[src/rtl/seq_subtractor_32_bit_if.sv]
// Handshake and data bundle for the multi-cycle subtractor.
// Requester drives start/a/b/bin; subtractor returns busy/done and the result.
// Ports: start, a, b, bin (request); busy, done, diff, bout, zero, ovf (response).
interface seq_subtractor_32_bit_if #(
    parameter int WIDTH = 32
);
    logic             start;
    logic [WIDTH-1:0] a;
    logic [WIDTH-1:0] b;
    logic             bin;
    logic             busy;
    logic             done;
    logic [WIDTH-1:0] diff;
    logic             bout;
    logic             zero;
    logic             ovf;

    // Requester side.
    modport master (
        output start, a, b, bin,
        input  busy, done, diff, bout, zero, ovf
    );

    // Subtractor side.
    modport slave (
        input  start, a, b, bin,
        output busy, done, diff, bout, zero, ovf
    );
endinterface

[src/rtl/seq_subtractor_32_bit.sv]
// Multi-cycle subtractor: a - b - bin, one CHUNK-bit slice per clock, with borrow/zero/ovf flags.
// Latency: NCHUNK cycles from the accepting edge to the one-cycle done pulse; all outputs registered.
// Backpressure: start is ignored while busy; it is re-accepted in the done cycle (one op per NCHUNK+1).
// Ports: clk, rst (sync, active high), bus (slave modport: start/a/b/bin in; busy/done/diff/bout/zero/ovf out).
module seq_subtractor_32_bit #(
    parameter int WIDTH = 32,
    parameter int CHUNK = 16
) (
    input  logic                  clk,
    input  logic                  rst,
    seq_subtractor_32_bit_if.slave bus
);
    localparam int NCHUNK = WIDTH / CHUNK;
    localparam int IDXW   = (NCHUNK > 1) ? $clog2(NCHUNK) : 1;
    localparam int MSB    = WIDTH - 1;

    typedef enum logic [1:0] {
        IDLE = 2'd0,
        RUN  = 2'd1,
        DONE = 2'd2
    } state_t;

    state_t           state;
    logic [WIDTH-1:0] a_r;
    logic [WIDTH-1:0] b_r;
    logic             c_r;      // running carry; carry = NOT borrow
    logic [IDXW-1:0]  idx;
    logic             busy_r;
    logic             done_r;
    logic [WIDTH-1:0] diff_r;
    logic             bout_r;
    logic             zero_r;
    logic             ovf_r;

    // Current slice and the diff as it will look after this edge.
    int               base;
    logic [CHUNK:0]   sum;
    logic [WIDTH-1:0] diff_nx;
    logic             last;

    always_comb begin
        base    = int'(idx) * CHUNK;
        // Subtraction as a + ~b + carry, where the initial carry is ~bin.
        sum     = {1'b0, a_r[base +: CHUNK]} + {1'b0, ~b_r[base +: CHUNK]}
                + {{CHUNK{1'b0}}, c_r};
        diff_nx = diff_r;
        diff_nx[base +: CHUNK] = sum[CHUNK-1:0];
        last    = (idx == IDXW'(NCHUNK - 1));
    end

    always_ff @(posedge clk) begin
        if (rst) begin
            state  <= IDLE;
            a_r    <= '0;
            b_r    <= '0;
            c_r    <= 1'b0;
            idx    <= '0;
            busy_r <= 1'b0;
            done_r <= 1'b0;
            diff_r <= '0;
            bout_r <= 1'b0;
            zero_r <= 1'b0;
            ovf_r  <= 1'b0;
        end else begin
            case (state)
                IDLE, DONE: begin
                    done_r <= 1'b0;
                    if (bus.start) begin
                        a_r    <= bus.a;
                        b_r    <= bus.b;
                        c_r    <= ~bus.bin;
                        idx    <= '0;
                        busy_r <= 1'b1;
                        state  <= RUN;
                    end else begin
                        state  <= IDLE;
                    end
                end
                RUN: begin
                    diff_r <= diff_nx;
                    c_r    <= sum[CHUNK];
                    if (last) begin
                        // Flags come from the completed result, including this slice.
                        idx    <= '0;
                        bout_r <= ~sum[CHUNK];
                        zero_r <= (diff_nx == '0);
                        ovf_r  <= (a_r[MSB] != b_r[MSB]) && (diff_nx[MSB] != a_r[MSB]);
                        busy_r <= 1'b0;
                        done_r <= 1'b1;
                        state  <= DONE;
                    end else begin
                        idx    <= idx + 1'b1;
                    end
                end
                default: begin
                    busy_r <= 1'b0;
                    done_r <= 1'b0;
                    state  <= IDLE;
                end
            endcase
        end
    end

    assign bus.busy = busy_r;
    assign bus.done = done_r;
    assign bus.diff = diff_r;
    assign bus.bout = bout_r;
    assign bus.zero = zero_r;
    assign bus.ovf  = ovf_r;
endmodule

[src/flat_wrapper.sv]
// flat-port wrapper written by rule: the top's interface ports become plain ports
module seq_subtractor_32_bit_flat 
#(
    parameter int WIDTH = 32,
    parameter int CHUNK = 16
)
  (clk, rst, bus_start, bus_a, bus_b, bus_bin, bus_busy, bus_done, bus_diff, bus_bout, bus_zero, bus_ovf);
  seq_subtractor_32_bit_if #(.WIDTH(WIDTH)) bus_i ();
  input  logic clk;
  input  logic rst;
  input wire logic [$bits(bus_i.start)-1:0] bus_start;
  input wire logic [$bits(bus_i.a)-1:0] bus_a;
  input wire logic [$bits(bus_i.b)-1:0] bus_b;
  input wire logic [$bits(bus_i.bin)-1:0] bus_bin;
  output wire logic [$bits(bus_i.busy)-1:0] bus_busy;
  output wire logic [$bits(bus_i.done)-1:0] bus_done;
  output wire logic [$bits(bus_i.diff)-1:0] bus_diff;
  output wire logic [$bits(bus_i.bout)-1:0] bus_bout;
  output wire logic [$bits(bus_i.zero)-1:0] bus_zero;
  output wire logic [$bits(bus_i.ovf)-1:0] bus_ovf;
  assign bus_i.start = bus_start;
  assign bus_i.a = bus_a;
  assign bus_i.b = bus_b;
  assign bus_i.bin = bus_bin;
  assign bus_busy = bus_i.busy;
  assign bus_done = bus_i.done;
  assign bus_diff = bus_i.diff;
  assign bus_bout = bus_i.bout;
  assign bus_zero = bus_i.zero;
  assign bus_ovf = bus_i.ovf;
  seq_subtractor_32_bit #(.WIDTH(WIDTH), .CHUNK(CHUNK)) u_core (.clk(clk), .rst(rst), .bus(bus_i));
endmodule
[config.mk]
export PLATFORM = sky130hd
export DESIGN_NAME = seq_subtractor_32_bit_flat
export DESIGN_NICKNAME = d
export VERILOG_FILES = /design/src/rtl/seq_subtractor_32_bit_if.sv /design/src/rtl/seq_subtractor_32_bit.sv /design/src/flat_wrapper.sv
export SDC_FILE = /design/constraint.sdc
export NUM_CORES = 1
export LEC_CHECK = 0
export ABC_AREA = 1
export BUFFER_PORTS_ARGS = -buffer_cell sky130_fd_sc_hd__buf_2
export CAP_MARGIN = 10
export CORE_MARGIN = 5
export CORE_UTILIZATION = 40
export CTS_CLUSTER_DIAMETER = 150
export CTS_CLUSTER_SIZE = 28
export DETAILED_ROUTE_END_ITERATION = 8
export GPL_TIMING_DRIVEN = 0
export HOLD_SLACK_MARGIN = 0.1
export MAX_ROUTING_LAYER = met4
export PLACE_DENSITY_LB_ADDON = 0.08
export SYNTH_ARGS = -nofsm -noshare
export SYNTH_HDL_FRONTEND = slang
export SYNTH_SLANG_ARGS = --single-unit
[constraint.sdc]
create_clock -name clk -period 3.57 [get_ports clk]
set_input_delay 0.714 -clock clk [delete_from_list [all_inputs] [get_ports clk]]
set_output_delay 0.714 -clock clk [all_outputs]
set_load 0.005 [all_outputs]
# Word level (Yosys, flattened, before mapping)

Index checks and enable logic that the tools add are counted.
Widths: inputs -> output; s select.

Flip-flop bits (word level): 105
Input bits: 68
Output and inout port bits: 37
Word-level logic and storage cells: 51

$add $sub $neg: 4
Equality and inequality tests: 6
Shift-type cells: 4
Mux-type cells: 12
Bitwise gates (word level): 4
Reductions and logical operators: 10

Operators by type and width:

| kind                     | number |
|---|---|
| $shiftx 32x6->16         | 2 |
| $neg 5->33               | 1 |
| $shift 16x33->32 const A | 1 |
| $shiftx 16x33->32        | 1 |
| $bwmux 32                | 1 |
| $logic_not 32->1         | 1 |
| $add 16x16->17           | 1 |
| $add 17x1->17            | 1 |
| $not 16->16              | 1 |
| $reduce_and 2->1         | 4 |
| $mux 1                   | 6 |
| $pmux 1 s2               | 3 |
| $pmux 2 s2               | 1 |
| $reduce_or 2->1          | 2 |
| $not 1->1                | 3 |
| $eq 2x1->1 const B       | 1 |
| $eq 2x2->1 const B       | 1 |
| $logic_not 2->1          | 1 |
| $mux 2                   | 1 |
| $ne 1x1->1               | 2 |
| $ne 2x1->1 const B       | 1 |
| $ne 2x2->1 const B       | 1 |
| $reduce_bool 2->1        | 1 |
| $add 1x1->1 const B      | 1 |
| $logic_and 1x1->1        | 1 |

# Longest topological paths before layout

Word-level depth: 8
Gate-level depth with buffers: 21
Gate-level depth less buffers: 19

# Least setup slack after synthesis

Ideal clock, no wire load.

Path kind: reg-to-reg
Start: register u_core.idx
End: register u_core.zero_r (netlist: u_core.bus.zero)
Library setup time: 0.067 ns
Arrival time: 2.986 ns
Data required time: 3.503 ns
Setup slack: 0.516 ns
Stages on the path, launching flop included: 21
Buffers on the path: 3
Clock period less this slack: 3.054 ns
Cell sequence: dfxtp_1 -> buf_4 -> clkbuf_1 -> buf_2 -> mux2i_1 -> fa_1 -> inv_1 -> fa_1 -> nand2_1 -> nand2_1 -> nand3_1 -> nand2_1 -> nand2_1 -> nand2_1 -> nand2_1 -> nand2_2 -> nand2_1 -> nand3_1 -> nor2_1 -> nand3_1 -> a21oi_2

Word-level cells in the longest chain between the ends: 7
Elaborated cells between the ends (all ways): 11
Classes of those cells: add/sub: 3; shift: 4; mux: 1; bitwise: 1; reduce/logical: 2

RTL lines:

| element                  | line                        | source |
|---|---|---|
| start: declaration       | seq_subtractor_32_bit.sv:27 | `logic [IDXW-1:0] idx;` |
| start signal: assignment | seq_subtractor_32_bit.sv:92 | `idx <= idx + 1'b1;` |
| $shiftx 32x6->16         | seq_subtractor_32_bit.sv:44 | `sum = {1'b0, a_r[base +: CHUNK]} + {1'b0, ~b_r[base +: CHUNK]}` |
| $not 16->16              | seq_subtractor_32_bit.sv:44 |  |
| $add 16x16->17           | seq_subtractor_32_bit.sv:44 |  |
| $add 17x1->17            | seq_subtractor_32_bit.sv:45 | `+ {{CHUNK{1'b0}}, c_r};` |
| $shiftx 16x33->32        | seq_subtractor_32_bit.sv:47 | `diff_nx[base +: CHUNK] = sum[CHUNK-1:0];` |
| $bwmux 32                | seq_subtractor_32_bit.sv:47 |  |
| $logic_not 32->1         | seq_subtractor_32_bit.sv:86 | `zero_r <= (diff_nx == '0);` |
| end signal: assignment   | seq_subtractor_32_bit.sv:86 |  |
| end: declaration         | seq_subtractor_32_bit.sv:32 | `logic zero_r;` |

Several ways; a longest one is shown, not always the timed one.
A chain may end at the register's enable or synchronous reset.

# Final worst setup path

Same ends and word-level chain as after synthesis.

==> impl_metrics.py <==
metrics = {
    "cells_and_area": {
        "fillers": 1407,
        "design_area_sq_um": 6367,
        "nets": 981,
        "n_antenna_cell": 0,
        "synthToLayoutAreaGrowth_pct": 19.71,
        "final_layout_size_suffix_gt1_share_pct": 17.43,
    },
    "synth": {
        "syn_area_sq_um": 5319,
        "synth_cell_types": 36,
        "syn_inst": 782,
        "seq_area_frac_synth_pct": 39.52,
        "synth_warnings": 0,
        "ys_seq_elements": 105,
        "synth_nets": 867,
        "postSynthAreaPerCell_sq_um": 6.802,
    },
    "timing": {
        "setup_viol": 0,
        "worstMarginPinSlew_ns": 0.5787,
        "slew_headroom_pct": 61.42,
        "drv_slew": 0,
        "rsz0062_at_grt": "false",
        "hold_viol_final": 0,
        "fin_crit_sh_pct": 92.37,
        "period_needed_ns": 3.298,
        "whs_ns": 0.4650,
        "finalClockSkew_ns": 0.008585,
        "fmax_ghz": 0.3032,
    },
    "die": {
        "ios": 105,
        "core_area_sq_um": 13140,
        "rows": 42,
        "die-area_sq_um": 15700,
        "chipWidth_um": 125.3,
        "initial_core_util_pct": 40.49,
        "dieHeight_um": 125.3,
    },
    "drt": {
        "post-route-drc-count": 0,
        "routed_wl_um": 15290,
        "via_per_inst": 4.848,
        "met1_length_um": 6906,
        "highest_layer": "met4",
        "detail-route-antenna-nets": 0,
        "route.met2.wl_um": 7310,
        "vias": 5221,
        "wl_per_cell_um": 14.20,
        "drt_pass1_iterations": 5,
        "dr.first_iter.drc_count": 308,
        "met3_length_um": 741,
    },
    "place": {
        "place_area_sq_um": 6060,
        "gp_congestion": 0.8974,
        "hpwl_um": 12530,
        "numPortBuffers": 104,
    },
    "clocking": {
        "clk_latency_ns": 0.35,
        "cts_buffer_depth": 2,
        "clk_transition_reported_paths_ns": 0.07,
        "cts_sinks": 105,
        "clockRootBuffer": "clkbuf_16",
        "ctsHtreeMaxLevel": 3,
        "numCtsBuffers": 9,
        "cts_tree": "done",
        "cts_setup_buffers": 0,
    },
    "worst_setup_path": {
        "critPathMaxFanout": 10,
        "endpoint_kind": "flip-flop",
        "critPathArrivalTime_ns": 3.58,
        "cp-start-kind": "flip-flop",
        "worstSetupPathType": "reg2reg",
        "required_ns": 3.85,
    },
    "global_route": {
        "grt_pass1_vias": 5184,
        "grt_antenna_before_repair": 0,
        "grt_max_degree": 17,
        "grt_pass1_wl_um": 24920,
        "grt_util_all_layers_pct": 20.10,
        "grt-ovfl-total": 0,
    },
    "run": {
        "cap_viol_max_count": 0,
    },
    "pwr": {
        "p_leak_nw": 3.212,
        "total_power_w": 0.003286,
        "peakVddDrop_uv": 214.6,
        "cellPowerDensity_nw_per_um2": 516.1,
    },
    "min_path": {
        "hp-class": "reg2reg",
    },
    "outcome": {
        "status": "completed",
    },
}
## synth_stat cells, drive strengths merged
library cell | count | area (sq um)
o21a | 1 | 7.510
o21bai | 4 | 30.03
inv | 81 | 306.5
nand3b | 2 | 15.01
xnor2 | 1 | 8.760
nor3 | 4 | 25.02
o21ai | 87 | 435.4
fa | 2 | 40.04
clkinv | 2 | 7.510
nand3 | 39 | 210.2
nor2 | 160 | 613.1
a31oi | 2 | 12.51
clkbuf | 32 | 120.1
dfxtp | 105 | 2102
o21ba | 1 | 10.01
nand4 | 3 | 18.77
xor2 | 1 | 8.760
o211ai | 16 | 120.1
a21oi | 24 | 131.4
or2 | 1 | 6.260
ha | 15 | 187.7
buf | 3 | 17.52
mux2i | 15 | 150.1
nand2 | 178 | 715.7
and2 | 3 | 18.77
## placed cells by master, fill, tap and decap left out, types with 3 or more instances in the layout
cell type / count
and2_1: 3
nand2_2: 16
nor2_1: 157
a21oi_2: 3
a21oi_1: 21
nor3_1: 3
o21ai_0: 86
nand3_2: 3
buf_2: 105
mux2i_1: 14
clkbuf_1: 31
o211ai_1: 16
clkbuf_16: 9
nand2_1: 161
ha_1: 15
nand4_1: 3
o21bai_1: 4
dfxtp_1: 105
nand3_1: 36
inv_1: 79
## state kept, by name, indices dropped and copies added (netlist names)
name,count
u_core.a_r,32
u_core.b_r,32
u_core.bus.diff,32
u_core.state,2
u_core.bus.bout,1
u_core.bus.busy,1
u_core.bus.done,1
u_core.bus.ovf,1
u_core.bus.zero,1
u_core.c_r,1
u_core.idx,1
## kinds of logic (layout without fill, tap and decap cells)
kind of cell             count (synthesis)  count (layout)  synth area share [%]
buffers and inverters                  118             237                 8.492
flip-flops                             105             105                 39.52
AND/OR/NAND/NOR                        390             390                 30.51
adder cells (fa/ha/maj)                 17              17                 4.281
XOR/XNOR                                 2               2                0.3294
multiplexers                            15              15                 2.823
AO/OA/AOI/OAI                          135             135                 14.04
## stage by stage
stage                     util (%)  setup slack (ns)  instances  setup TNS, ns
after detailed placement     46.12           -0.4884       1062         -1.777
after floorplan                  -            0.5165        782              0
after global routing         48.47           0.02631       1077              0
final                        48.47            0.2723       1077              0
after global placement       46.12           -0.4783       1062         -1.363
after CTS                    48.38           0.02689       1078              0
## timing repair
action,in CTS,in global routing
resized for setup,4,4
setup endpoints to repair,9,3
hold buffers,0,0
endpoints found under the hold margin,0,0
## worst paths after layout
check                       from               to  slack (ns)  cells past startpoint
setup / recovery      u_core.idx  u_core.bus.zero        0.27                     17
hold / removal    u_core.bus.ovf   u_core.bus.ovf        0.47                      2
setup reg to reg      u_core.idx  u_core.bus.zero        0.27                     17
hold reg to reg   u_core.bus.ovf   u_core.bus.ovf        0.47                      2
## worst max-delay path, cell delays in order, from the launching register on
cell and delay [ns]:
dfxtp_1 0.31, buf_4 0.19, buf_4 0.25, buf_6 0.21, mux2i_2 0.27, fa_1 0.20, inv_1 0.06, fa_1 0.51
nand2_1 0.09, nand2_1 0.10, nand2_1 0.11, xor2_2 0.28, nand3_1 0.12, nor2_1 0.11, nand3_1 0.08, nor2_1 0.13
nand3_1 0.10, a21oi_2 0.11
## metal layers
metal | track usage, % | up-vias
met1 | 24.50 | 2350
li1 | - | 2713
met3 | 3.156 | 22
met4 | 7.143 | 0
met5 | - | -
met2 | 33.85 | 136
## report_power, final
| group | total (W) | internal, W | switching (W) |
|---|---|---|---|
| Sequential | 0.00133 | 0.00127 | 0.0000563 |
| Combinational | 0.00102 | 0.000354 | 0.000666 |
| Clock | 0.000940 | 0.000512 | 0.000428 |
## layout make-up
class / count / area, sq um / share of cell area (%)
multi-input combinational: 559 / 2784 / 43.72
sequential: 105 / 2102 / 33.01
timing repair buffer: 104 / 520.5 / 8.174
inverter: 83 / 314.1 / 4.932
clock buffer: 12 / 256.5 / 4.028
tap: 176 / 220.2 / 3.458
buffer: 34 / 143.9 / 2.260
clock inverter: 4 / 26.28 / 0.4127
Power figures use the tool's default switching activity.
